## config.mk

```make
export PLATFORM = sky130hd
export DESIGN_NAME = acc_store_ctrl
export DESIGN_NICKNAME = d
export VERILOG_FILES = /design/src/rtl/acc_store_ctrl.sv
export SDC_FILE = /design/constraint.sdc
export NUM_CORES = 1
export LEC_CHECK = 0
export CAP_MARGIN = 20
export CORE_MARGIN = 8
export CORE_UTILIZATION = 45
export CTS_CLUSTER_SIZE = 16
export DETAILED_ROUTE_END_ITERATION = 16
export PLACE_DENSITY = 0.8
export SYNTH_ARGS = -nofsm -noshare
export SYNTH_HDL_FRONTEND = slang
export SYNTH_SLANG_ARGS = --single-unit
```

## constraint.sdc

```tcl
create_clock -name clk -period 1.29 [get_ports clk]
set_input_delay 0.258 -clock clk [delete_from_list [all_inputs] [get_ports clk]]
set_output_delay 0.258 -clock clk [all_outputs]
set_load 0.01 [all_outputs]
```

## src/rtl/acc_store_ctrl.sv

```systemverilog
// Accumulator store controller: queues {address, data} store requests and drives a
// handshaked memory write per entry. Define ACC_STORE_FIFO_EN for a 4-deep queue;
// otherwise a single holding register is used.
module acc_store_ctrl #(
  parameter int ADDR_W = 13,
  parameter int DATA_W = 8
) (
  input  logic              clk,
  input  logic              rst,
  input  logic              st_req,
  input  logic [ADDR_W-1:0] st_addr,
  input  logic [DATA_W-1:0] acc_in,
  output logic              st_busy,
  output logic [ADDR_W-1:0] mem_addr,
  output logic [DATA_W-1:0] mem_data,
  output logic              mem_wr,
  input  logic              mem_ack,
  output logic              st_done,
  output logic              st_err
);

  localparam int ENT_W = ADDR_W + DATA_W;
  localparam logic [3:0] WAIT_LAST = 4'd14;

  typedef enum logic [1:0] {
    S_IDLE  = 2'd0,
    S_WRITE = 2'd1,
    S_DONE  = 2'd2
  } state_t;

  state_t            state_q, state_d;
  logic [3:0]        wait_q, wait_d;
  logic              err_q, err_d;
  logic [ADDR_W-1:0] addr_q;
  logic [DATA_W-1:0] data_q;

  logic              fifo_full;
  logic              fifo_empty;
  logic              push;
  logic              pop;
  logic              timeout;
  logic [ENT_W-1:0]  head;

  assign push    = st_req && !fifo_full;
  assign pop     = (state_q == S_IDLE) && !fifo_empty;
  assign timeout = (state_q == S_WRITE) && !mem_ack && (wait_q == WAIT_LAST);

`ifdef ACC_STORE_FIFO_EN
  localparam int DEPTH = 4;
  localparam int PTR_W = 2;

  logic [ENT_W-1:0] fifo_q [DEPTH];
  logic [PTR_W-1:0] wr_ptr_q, wr_ptr_d;
  logic [PTR_W-1:0] rd_ptr_q, rd_ptr_d;
  logic [PTR_W:0]   occ_q, occ_d;

  // Pointers are exactly log2(DEPTH) wide, so increments wrap modulo the depth.
  always_comb begin
    wr_ptr_d = wr_ptr_q;
    rd_ptr_d = rd_ptr_q;
    occ_d    = occ_q;
    if (push) wr_ptr_d = wr_ptr_q + 1'b1;
    if (pop)  rd_ptr_d = rd_ptr_q + 1'b1;
    case ({push, pop})
      2'b10:   occ_d = occ_q + 1'b1;
      2'b01:   occ_d = occ_q - 1'b1;
      default: occ_d = occ_q;
    endcase
  end

  always_ff @(posedge clk) begin
    if (rst) begin
      wr_ptr_q <= '0;
      rd_ptr_q <= '0;
      occ_q    <= '0;
    end else begin
      wr_ptr_q <= wr_ptr_d;
      rd_ptr_q <= rd_ptr_d;
      occ_q    <= occ_d;
    end
  end

  always_ff @(posedge clk) begin
    if (push) fifo_q[wr_ptr_q] <= {st_addr, acc_in};
  end

  assign fifo_full  = (occ_q == (PTR_W+1)'(DEPTH));
  assign fifo_empty = (occ_q == '0);
  assign head       = fifo_q[rd_ptr_q];
`else
  logic [ENT_W-1:0] hold_q;
  logic             occ_q, occ_d;

  // With one slot, push needs it empty and pop needs it full, so they never coincide.
  always_comb begin
    occ_d = occ_q;
    if (push) occ_d = 1'b1;
    if (pop)  occ_d = 1'b0;
  end

  always_ff @(posedge clk) begin
    if (rst) occ_q <= 1'b0;
    else     occ_q <= occ_d;
  end

  always_ff @(posedge clk) begin
    if (push) hold_q <= {st_addr, acc_in};
  end

  assign fifo_full  = occ_q;
  assign fifo_empty = !occ_q;
  assign head       = hold_q;
`endif

  assign st_busy = fifo_full;

  always_ff @(posedge clk) begin
    if (rst) state_q <= S_IDLE;
    else     state_q <= state_d;
  end

  always_comb begin
    state_d = state_q;
    case (state_q)
      S_IDLE: begin
        if (!fifo_empty) state_d = S_WRITE;
      end
      S_WRITE: begin
        if (mem_ack)      state_d = S_DONE;
        else if (timeout) state_d = S_IDLE;
      end
      S_DONE:  state_d = S_IDLE;
      default: state_d = S_IDLE;
    endcase
  end

  always_comb begin
    mem_wr  = (state_q == S_WRITE);
    st_done = (state_q == S_DONE);
  end

  // Wait counter only runs while a write is outstanding; any other state clears it.
  always_comb begin
    wait_d = 4'd0;
    if ((state_q == S_WRITE) && !timeout) wait_d = wait_q + 4'd1;
    err_d = err_q || timeout || (st_req && fifo_full);
  end

  always_ff @(posedge clk) begin
    if (rst) begin
      wait_q <= 4'd0;
      err_q  <= 1'b0;
    end else begin
      wait_q <= wait_d;
      err_q  <= err_d;
    end
  end

  always_ff @(posedge clk) begin
    if (rst) begin
      addr_q <= '0;
      data_q <= '0;
    end else if (pop) begin
      addr_q <= head[ENT_W-1:DATA_W];
      data_q <= head[DATA_W-1:0];
    end
  end

  assign mem_addr = addr_q;
  assign mem_data = data_q;
  assign st_err   = err_q;

endmodule

```

==> key figures, run 1 <==
Die
  – I/O pin count: 50
  – Row cnt: 22
  – Starting Density: 0.469
  – Die ar.: 6050 µm²
  – Die Width: 77.8 µm
  – Die height: 77.8 µm
  – Core area: 3660 µm²

STA
  – Max-slew violation count: 0
  – Max-slew headroom: 0.844
  – Worst setup margin: 0.0413 ns
  – Max frequency: 801 MHz
  – Part of the cycle the worst path needs: 0.968
  – Final setup vio count: 0
  – Slew @ Worst Pin: 0.234 ns
  – Final clock skew: 0.00682 ns
  – RSZ-0062 raised after global routing: yes
  – Final Hold Viols: 0
  – Final setup TNS: 0 ns
  – Minimum clock period: 1.25 ns

Layout
  – Commonest non-fill, non-tap cell in the layout: nand2_1
  – Most frequent cells in the layout: nand2_1, dfxtp_1, a21oi_1, clkdlybuf4s50_1, dlygate4sd2_1
  – Post-route design area: 2400 µm²
  – Nets: 233
  – ANT cells: 0
  – Area Overhead vs Synth: 40.0%
  – Layout cell share with drive strength beyond 1: 0.130

Place
  – Final HPWL DP: 2830 µm
  – GPL Wtd Cong: 0.703
  – Worst Setup Slack post-DPL: -0.125 ns
  – Area after DPL: 2280 µm²
  – Port bufs: 49

Yosys
  – Unique masters post-synth: 23
  – Post-Syn Area: 1720 µm²
  – Synth Instances: 147
  – Most area-hungry cell type in the Yosys netlist: edfxtp_1
  – Mean Syn Cell Area: 11.7 µm²
  – Yosys warnings: 0
  – Yosys reg bits: 50
  – Synth area leaders: edfxtp_1, dfxtp_1, nand2_1
  – Syn nets: 174
  – Post-synthesis sequential area ratio: 0.705
  – Synth top area share: 0.367

Power and ir drop
  – Pwr Density: 1420 nW/µm²
  – Static leakage: 0.988 nW
  – VDD IR-drop max: 0.000996 V
  – Total Power: 0.00341 W

Setup path
  – Crit path from: state_q[1]$_SDFFE_PP0P_
  – Worst r2r dst: mem_data[7]$_SDFFE_PP0P_
  – Crit-path max FO: 11
  – CP Capture Point: mem_data[7]$_SDFFE_PP0P_
  – Worst r2r src: state_q[1]$_SDFFE_PP0P_
  – Slowest Stage Delay on Critical Path: 0.48 ns
  – CP Launch Type: flip-flop
  – Critical-path top delay cell: or3b_4
  – CP Data Required Time: 1.49 ns
  – Worst Setup End Kind: flip-flop
  – CP Cell Sequence: buf_4, or3b_4, nand2_1, a21oi_1
  – R2R cell count: 4
  – Crit path kind: reg -> reg
  – Reg2reg setup slack: 0.04 ns
  – CP arrival: 1.45 ns

Routing
  – DR iter-0 viols: 60
  – Drt wl/cell: 15.5 µm
  – DRC: 0
  – First drt pass iteration count: 4
  – Via total after detailed routing: 1280
  – Detailed Route WL: 3960 µm
  – Via density: 5.02
  – Antenna violation net count after detailed routing: 0

Global routing
  – Total Routing Usage GR: 0.132
  – Grt ovf: 0
  – Global-route wire length before repair: 6240 µm
  – Largest net degree at the start of global routing: 22
  – Initial antenna violation count: 0
  – Vias in the first global route: 1308

Clock network
  – CTS max path bufs: 2
  – Reg clk slew, reported paths: 0.09 ns
  – Worst skew pair latency: 0.30 ns
  – TritonCTS clock tree: built
  – Clk root buf: clkbuf_8
  – H-tree depth reported by CTS: 2
  – TritonCTS Sinks: 50
  – CTS Buf Count: 5

Flow run
  – Total of max-cap violations: 0

Run status
  – Status: completed

Worst hold path
  – Hold path depth: 2
  – Hold Path Class: reg -> reg
synthesized netlist by cell type:
cell type and n:
a21oi_1 24, and2b_1 1, and2b_2 1, and3_1 1, buf_6 4, clkbuf_1 3
dfxtp_1 29, edfxtp_1 21, ha_1 2, inv_1 2, nand2_1 40, nand2_2 2
nand2b_1 1, nand3_1 2, nor2_1 6, nor2b_1 1, nor3_1 1, nor3b_1 1
nor3b_4 1, o211ai_1 1, or3b_4 1, xnor2_1 1, xor2_1 1
worst max-delay path: cells and delay by family, from the launching register on:
family	cells	cell delay, ns
simple gates	2	0.59
flops	1	0.33
buf+inv	1	0.15
compound gates	1	0.07
flip-flops by register name, indices dropped and copies added, names as in the netlist:
signal    flops
wait_q        4
st_err        1
mem_data      8
head         21
state_q       2
st_busy       1
mem_addr     13
where the power goes:
part | switching [W] | internal (W) | total [W]
registers | 0.0000436 | 0.00175 | 0.00179
clock network | 0.000493 | 0.000748 | 0.00124
logic | 0.000185 | 0.000192 | 0.000378
metal layers:
layer / track usage / wire [µm]
met1: 0.131 / 1570
met2: 0.228 / 2050
met3: 0.0576 / 241
met4: 0.0679 / 99
met5: 0 / 0
kinds of logic (layout without fill, tap and decap cells):
family	count (synthesis)	in the layout	share of synthesized area
and+or+nand+nor	59	60	0.159
DFF	50	50	0.705
AOI/OAI and AO/OA	25	25	0.0743
buffers and inverters	9	68	0.0371
adders and majority gates	2	2	0.0146
xor gates and xnor gates	2	2	0.0102
cell type report:
| cell class | count | area, µm² |
|---|---|---|
| Clock buffer | 7 | 108 |
| Clock inverter | 1 | 30.0 |
| Fill cell | 285 | 1260 |
| Inverter | 2 | 7.51 |
| Multi-Input combinational cell | 89 | 454 |
| Sequential cell | 50 | 1210 |
| Tap cell | 48 | 60.1 |
| Timing Repair Buffer | 58 | 532 |
metrics by stage:
step	cells	util	hold WS, ns
floorplan	147	-	0.357
global placement	245	0.624	0.439
detailed placement	245	0.624	0.447
CTS	253	0.653	0.457
global route	255	0.657	0.478
finish	255	0.657	0.456
what timing repair did:
item | in CTS | in global routing
pin swaps | 1 | 1
endpoints found under the setup margin | 29 | 27
hold buffers | 0 | 0
setup buffers | 0 | 1
gates cloned | 0 | 1
resized for setup | 31 | 3
worst min-delay path by stage:
stage,start,end,slack [ns]
floorplan,acc_in[0],head[0]$_DFFE_PP_,0.36
global placement,wait_q[0]$_SDFF_PP0_,wait_q[0]$_SDFF_PP0_,0.44
detailed placement,mem_addr[10]$_SDFFE_PP0P_,mem_addr[10]$_SDFFE_PP0P_,0.45
CTS,mem_addr[10]$_SDFFE_PP0P_,mem_addr[10]$_SDFFE_PP0P_,0.46
global route,mem_addr[10]$_SDFFE_PP0P_,mem_addr[10]$_SDFFE_PP0P_,0.48
finish,mem_addr[10]$_SDFFE_PP0P_,mem_addr[10]$_SDFFE_PP0P_,0.46
No activity file was read; power rests on OpenSTA's default activity.
==> run 2: changes to the inputs <==
Settings changed: SKIP_CTS_REPAIR_TIMING set to 1.
==> key figures, run 2 (synthesis results as in run 1) <==
Run status
  – Status: completed

Clock network
  – Clk root buf: clkbuf_8
  – CTS Buf Count: 5
  – Reg clk slew, reported paths: 0.09 ns
  – H-tree depth reported by CTS: 2
  – Worst skew pair latency: 0.30 ns
  – TritonCTS Sinks: 50
  – TritonCTS clock tree: built
  – CTS max path bufs: 2

Setup path
  – CP Data Required Time: 1.49 ns
  – CP arrival: 1.47 ns
  – Worst Setup End Kind: flip-flop
  – Reg2reg setup slack: 0.02 ns
  – Worst r2r src: state_q[0]$_SDFFE_PP0P_
  – CP Launch Type: flip-flop
  – Crit path kind: reg -> reg
  – Worst r2r dst: mem_data[7]$_SDFFE_PP0P_
  – R2R cell count: 4
  – Crit-path max FO: 11

Layout
  – Area Overhead vs Synth: 45.0%
  – ANT cells: 0
  – Commonest non-fill, non-tap cell in the layout: nand2_1
  – Most frequent cells in the layout: nand2_1, dfxtp_1, a21oi_1, clkdlybuf4s50_1, dlymetal6s2s_1
  – Layout cell share with drive strength beyond 1: 0.130
  – Max FFs per register: 21
  – Nets: 233
  – Fin cells: 255

Global routing
  – Largest net degree at the start of global routing: 22
  – Initial antenna violation count: 0
  – Total Routing Usage GR: 0.131
  – Global-route wire length before repair: 6190 µm
  – Grt ovf: 0
  – Vias in the first global route: 1306

Place
  – GPL Wtd Cong: 0.703
  – Dpl cells: 245
  – Port bufs: 49
  – Final HPWL DP: 2830 µm

Die
  – Die ar.: 6050 µm²
  – Die height: 77.8 µm
  – Row cnt: 22
  – I/O pin count: 50
  – Die Width: 77.8 µm
  – Core area: 3660 µm²
  – Starting Density: 0.469

STA
  – Max-slew violation count: 0
  – Max-slew headroom: 0.843
  – Final setup vio count: 0
  – WHS: 0.455 ns
  – RSZ-0062 raised after global routing: yes
  – Minimum clock period: 1.27 ns
  – Final clock skew: 0.00788 ns
  – Final Hold Viols: 0
  – Slew @ Worst Pin: 0.235 ns
  – Part of the cycle the worst path needs: 0.987
  – Max frequency: 785 MHz

Worst hold path
  – Hold_sp: mem_addr[10]$_SDFFE_PP0P_
  – Hold Path Class: reg -> reg
  – Hold Path End: mem_addr[10]$_SDFFE_PP0P_
  – Hold path depth: 2

Routing
  – DR iter-0 viols: 52
  – Detailed Route WL: 4030 µm
  – Via density: 4.99
  – First drt pass iteration count: 4
  – Antenna violation net count after detailed routing: 0
  – DRC: 0
  – Drt wl/cell: 15.8 µm
  – Via total after detailed routing: 1272

Power and ir drop
  – VDD IR-drop max: 0.000994 V
  – Static leakage: 1.28 nW
  – Pwr Density: 1380 nW/µm²
  – Total Power: 0.00344 W

Flow run
  – Total of max-cap violations: 0
==> run 2: cell count changes in the layout (fill, tap and decap cells not counted) <==
cell / delta
dlymetal6s2s_1: +23
clkbuf_2: +2
buf_2: -2
dlygate4sd2_1: -23
==> run 2: area by class of cell <==
class,count,area [µm²]
sequential,50,1210
fill,270,1170
timing repair buffer,58,618
multi-input combinational,89,454
clock buffer,7,108
tap,48,60.1
clock inverter,1,30.0
inverter,2,7.51
==> run 2: how the worst max path moves through the flow <==
stage	from	end	slack [ns]	cells after the start
after floorplan	st_busy$_SDFFE_PP0P_	mem_addr[10]$_SDFFE_PP0P_	0.08	4
after detailed placement	st_req	head[4]$_DFFE_PP_	-0.13	3
after global routing	state_q[0]$_SDFFE_PP0P_	mem_data[7]$_SDFFE_PP0P_	-0.03	4
after global placement	st_req	head[20]$_DFFE_PP_	-0.1	3
after CTS	state_q[1]$_SDFFE_PP0P_	mem_wr	-0.37	2
final	state_q[0]$_SDFFE_PP0P_	mem_data[7]$_SDFFE_PP0P_	0.02	4
==> run 2: layer usage <==
layer | part of all wire | routed length (µm) | global-route usage | up-vias
met4 | 0.023 | 91 | 0.0679 | 0
met2 | 0.52 | 2110 | 0.228 | 35
li1 | - | - | - | 611
met1 | 0.39 | 1580 | 0.130 | 617
met3 | 0.060 | 243 | 0.0565 | 9
met5 | 0 | 0 | 0 | -
==> run 2: worst max-delay path, stage by stage, from the launching register on <==
cell and delay [ns]:
dfxtp_1 0.34, buf_4 0.16, or3b_4 0.48, nand2_1 0.11, a21oi_1 0.07
==> run 2: through the flow <==
step,util,TNS (ns),setup slack (ns),area (µm²)
floorplan,-,0,0.0819,1720
global placement,0.624,-2.06,-0.0982,2280
detailed placement,0.624,-2.65,-0.125,2280
CTS,0.662,-4.92,-0.371,2420
global route,0.680,-0.174,-0.0282,2490
finish,0.680,0,0.0162,2490
==> run 2: report_power, final <==
part / switching [W] / internal, W
sequential: 0.0000443 / 0.00175
combinational: 0.000184 / 0.000213
clock: 0.000499 / 0.000748
total: 0.000728 / 0.00271
==> run 3: changes to the inputs <==
Settings changed: CORE_UTILIZATION 45 to 46, PLACE_DENSITY 0.8 to 0.82.
==> key figures, run 3 (synthesis results as in run 1) <==
Run status
  – Status: completed

Clock network
  – Clk root buf: clkbuf_8
  – TritonCTS clock tree: built
  – H-tree depth reported by CTS: 2
  – Worst skew pair latency: 0.30 ns
  – Reg clk slew, reported paths: 0.09 ns
  – CTS Buf Count: 5
  – CTS max path bufs: 2
  – TritonCTS Sinks: 50

Global routing
  – Initial antenna violation count: 0
  – Vias in the first global route: 1330
  – Global-route wire length before repair: 6180 µm
  – Grt ovf: 0
  – Total Routing Usage GR: 0.130
  – Largest net degree at the start of global routing: 24

STA
  – Final setup TNS: 0 ns
  – Final Hold Viols: 0
  – Minimum clock period: 1.26 ns
  – Slew @ Worst Pin: 0.319 ns
  – Final clock skew: 0.00703 ns
  – Part of the cycle the worst path needs: 0.974
  – Max frequency: 796 MHz
  – Max-slew headroom: 0.786
  – Final setup vio count: 0
  – Max-slew violation count: 0
  – RSZ-0062 raised after global routing: yes

Power and ir drop
  – VDD IR-drop max: 0.00101 V
  – Int Power: 0.00255 W
  – Total Power: 0.00328 W
  – Pwr Density: 1320 nW/µm²
  – Sequential Power Share: 0.547
  – Sw power: 0.000730 W
  – Static leakage: 1.30 nW
  – Clock Power Share: 0.329
  – Sw Share: 0.223
  – Combinational Power Share: 0.123

Setup path
  – CP arrival: 1.45 ns
  – Crit path kind: reg -> reg
  – CP Launch Type: flip-flop
  – Worst r2r src: state_q[1]$_SDFFE_PP0P_
  – R2R cell count: 4
  – Crit path from: state_q[1]$_SDFFE_PP0P_
  – Critical-path top delay cell: or3b_4
  – Slowest Stage Delay on Critical Path: 0.47 ns
  – Worst r2r dst: mem_data[7]$_SDFFE_PP0P_
  – CP Cell Sequence: buf_4, or3b_4, nand2_1, a21oi_1
  – Reg2reg setup slack: 0.03 ns
  – Crit-path max FO: 11
  – CP Capture Point: mem_data[7]$_SDFFE_PP0P_
  – Worst Setup End Kind: flip-flop
  – CP Data Required Time: 1.48 ns

Layout
  – Final Util: 0.683
  – Area Overhead vs Synth: 44.5%
  – ANT cells: 0
  – Nets: 232
  – Most frequent cells in the layout: nand2_1, dfxtp_1, dlymetal6s2s_1
  – Layout cell share with drive strength beyond 1: 0.112
  – Fin cells: 254
  – Commonest non-fill, non-tap cell in the layout: nand2_1
  – Max FFs per register: 21

Die
  – Die height: 77.1 µm
  – Die Width: 77.1 µm
  – Row cnt: 22
  – I/O pin count: 50
  – Core area: 3630 µm²
  – Die ar.: 5950 µm²
  – Starting Density: 0.473

Worst hold path
  – Hold Path Class: reg -> reg

Routing
  – DR iter-0 viols: 88
  – Drt wl/cell: 15.7 µm
  – Detailed Route WL: 3990 µm
  – Via density: 4.98
  – DRC: 0
  – Via total after detailed routing: 1265
  – Antenna violation net count after detailed routing: 0
  – First drt pass iteration count: 4

Place
  – Dpl cells: 245
  – Port bufs: 49
  – Final HPWL DP: 2860 µm
  – GPL Wtd Cong: 0.689

Flow run
  – Total of max-cap violations: 0
run 3: cell types whose count changed in the layout (fill, tap and decap cells not counted):
cell / previous run / this run
buf_4: 8 / 6
inv_4: 0 / 1
clkbuf_8: 6 / 5
buf_12: 1 / 2
clkbuf_2: 2 / 0
clkbuf_16: 1 / 0
clkbuf_1: 0 / 1
dlymetal6s2s_1: 23 / 25
run 3: worst max-delay path, delay by kind of cell, from the launching register on:
kind                   cells  cell delay [ns]
and+or+nand+nor            2             0.59
DFF                        1             0.33
buffers and inverters      1             0.15
AOI/OAI and AO/OA          1             0.07
run 3: power by group through the flow:
stage | registers (W) | clock network [W] | logic (W)
3_5_place_dp | 0.00183 | 0 | 0.000413
2_1_floorplan | 0.00185 | 0 | 0.000157
6_report | 0.00180 | 0.00108 | 0.000404
3_3_place_gp | 0.00182 | 0 | 0.000397
4_1_cts | 0.00180 | 0.00108 | 0.000414
5_1_grt | 0.00181 | 0.00114 | 0.000438
run 3: worst min path at each step:
stage                             start  cells past startpoint  slack (ns)                       end
3_5_place_dp   mem_addr[4]$_SDFFE_PP0P_                      2        0.45  mem_addr[4]$_SDFFE_PP0P_
4_1_cts        mem_addr[4]$_SDFFE_PP0P_                      2        0.46  mem_addr[4]$_SDFFE_PP0P_
5_1_grt        mem_addr[4]$_SDFFE_PP0P_                      2        0.47  mem_addr[4]$_SDFFE_PP0P_
6_report       mem_addr[4]$_SDFFE_PP0P_                      2        0.46  mem_addr[4]$_SDFFE_PP0P_
2_1_floorplan                 acc_in[0]                      0        0.36         head[0]$_DFFE_PP_
3_3_place_gp       wait_q[0]$_SDFF_PP0_                      1        0.44      wait_q[0]$_SDFF_PP0_
run 3: per-stage QoR:
stage               worst slack (ns)  area (µm²)  hold WS (ns)
CTS                           -0.344        2410         0.462
floorplan                     0.0819        1720         0.357
global route                 -0.0256        2480         0.468
global placement             -0.0719        2300         0.440
finish                        0.0342        2480         0.458
detailed placement           -0.0878        2300         0.452
run 3: routing by layer:
metal | wire length [µm] | GRT usage
met1 | 1530 | 0.130
met2 | 2210 | 0.240
met3 | 169 | 0.0291
met4 | 82 | 0.0774
met5 | 0 | 0
run 3: area by class of cell:
cell class / instances / area, µm²
multi-input combinational: 89 / 454
tap: 48 / 60.1
inverter: 2 / 7.51
sequential: 50 / 1210
clock inverter: 2 / 36.3
fill: 270 / 1150
timing repair buffer: 57 / 638
clock buffer: 6 / 72.6
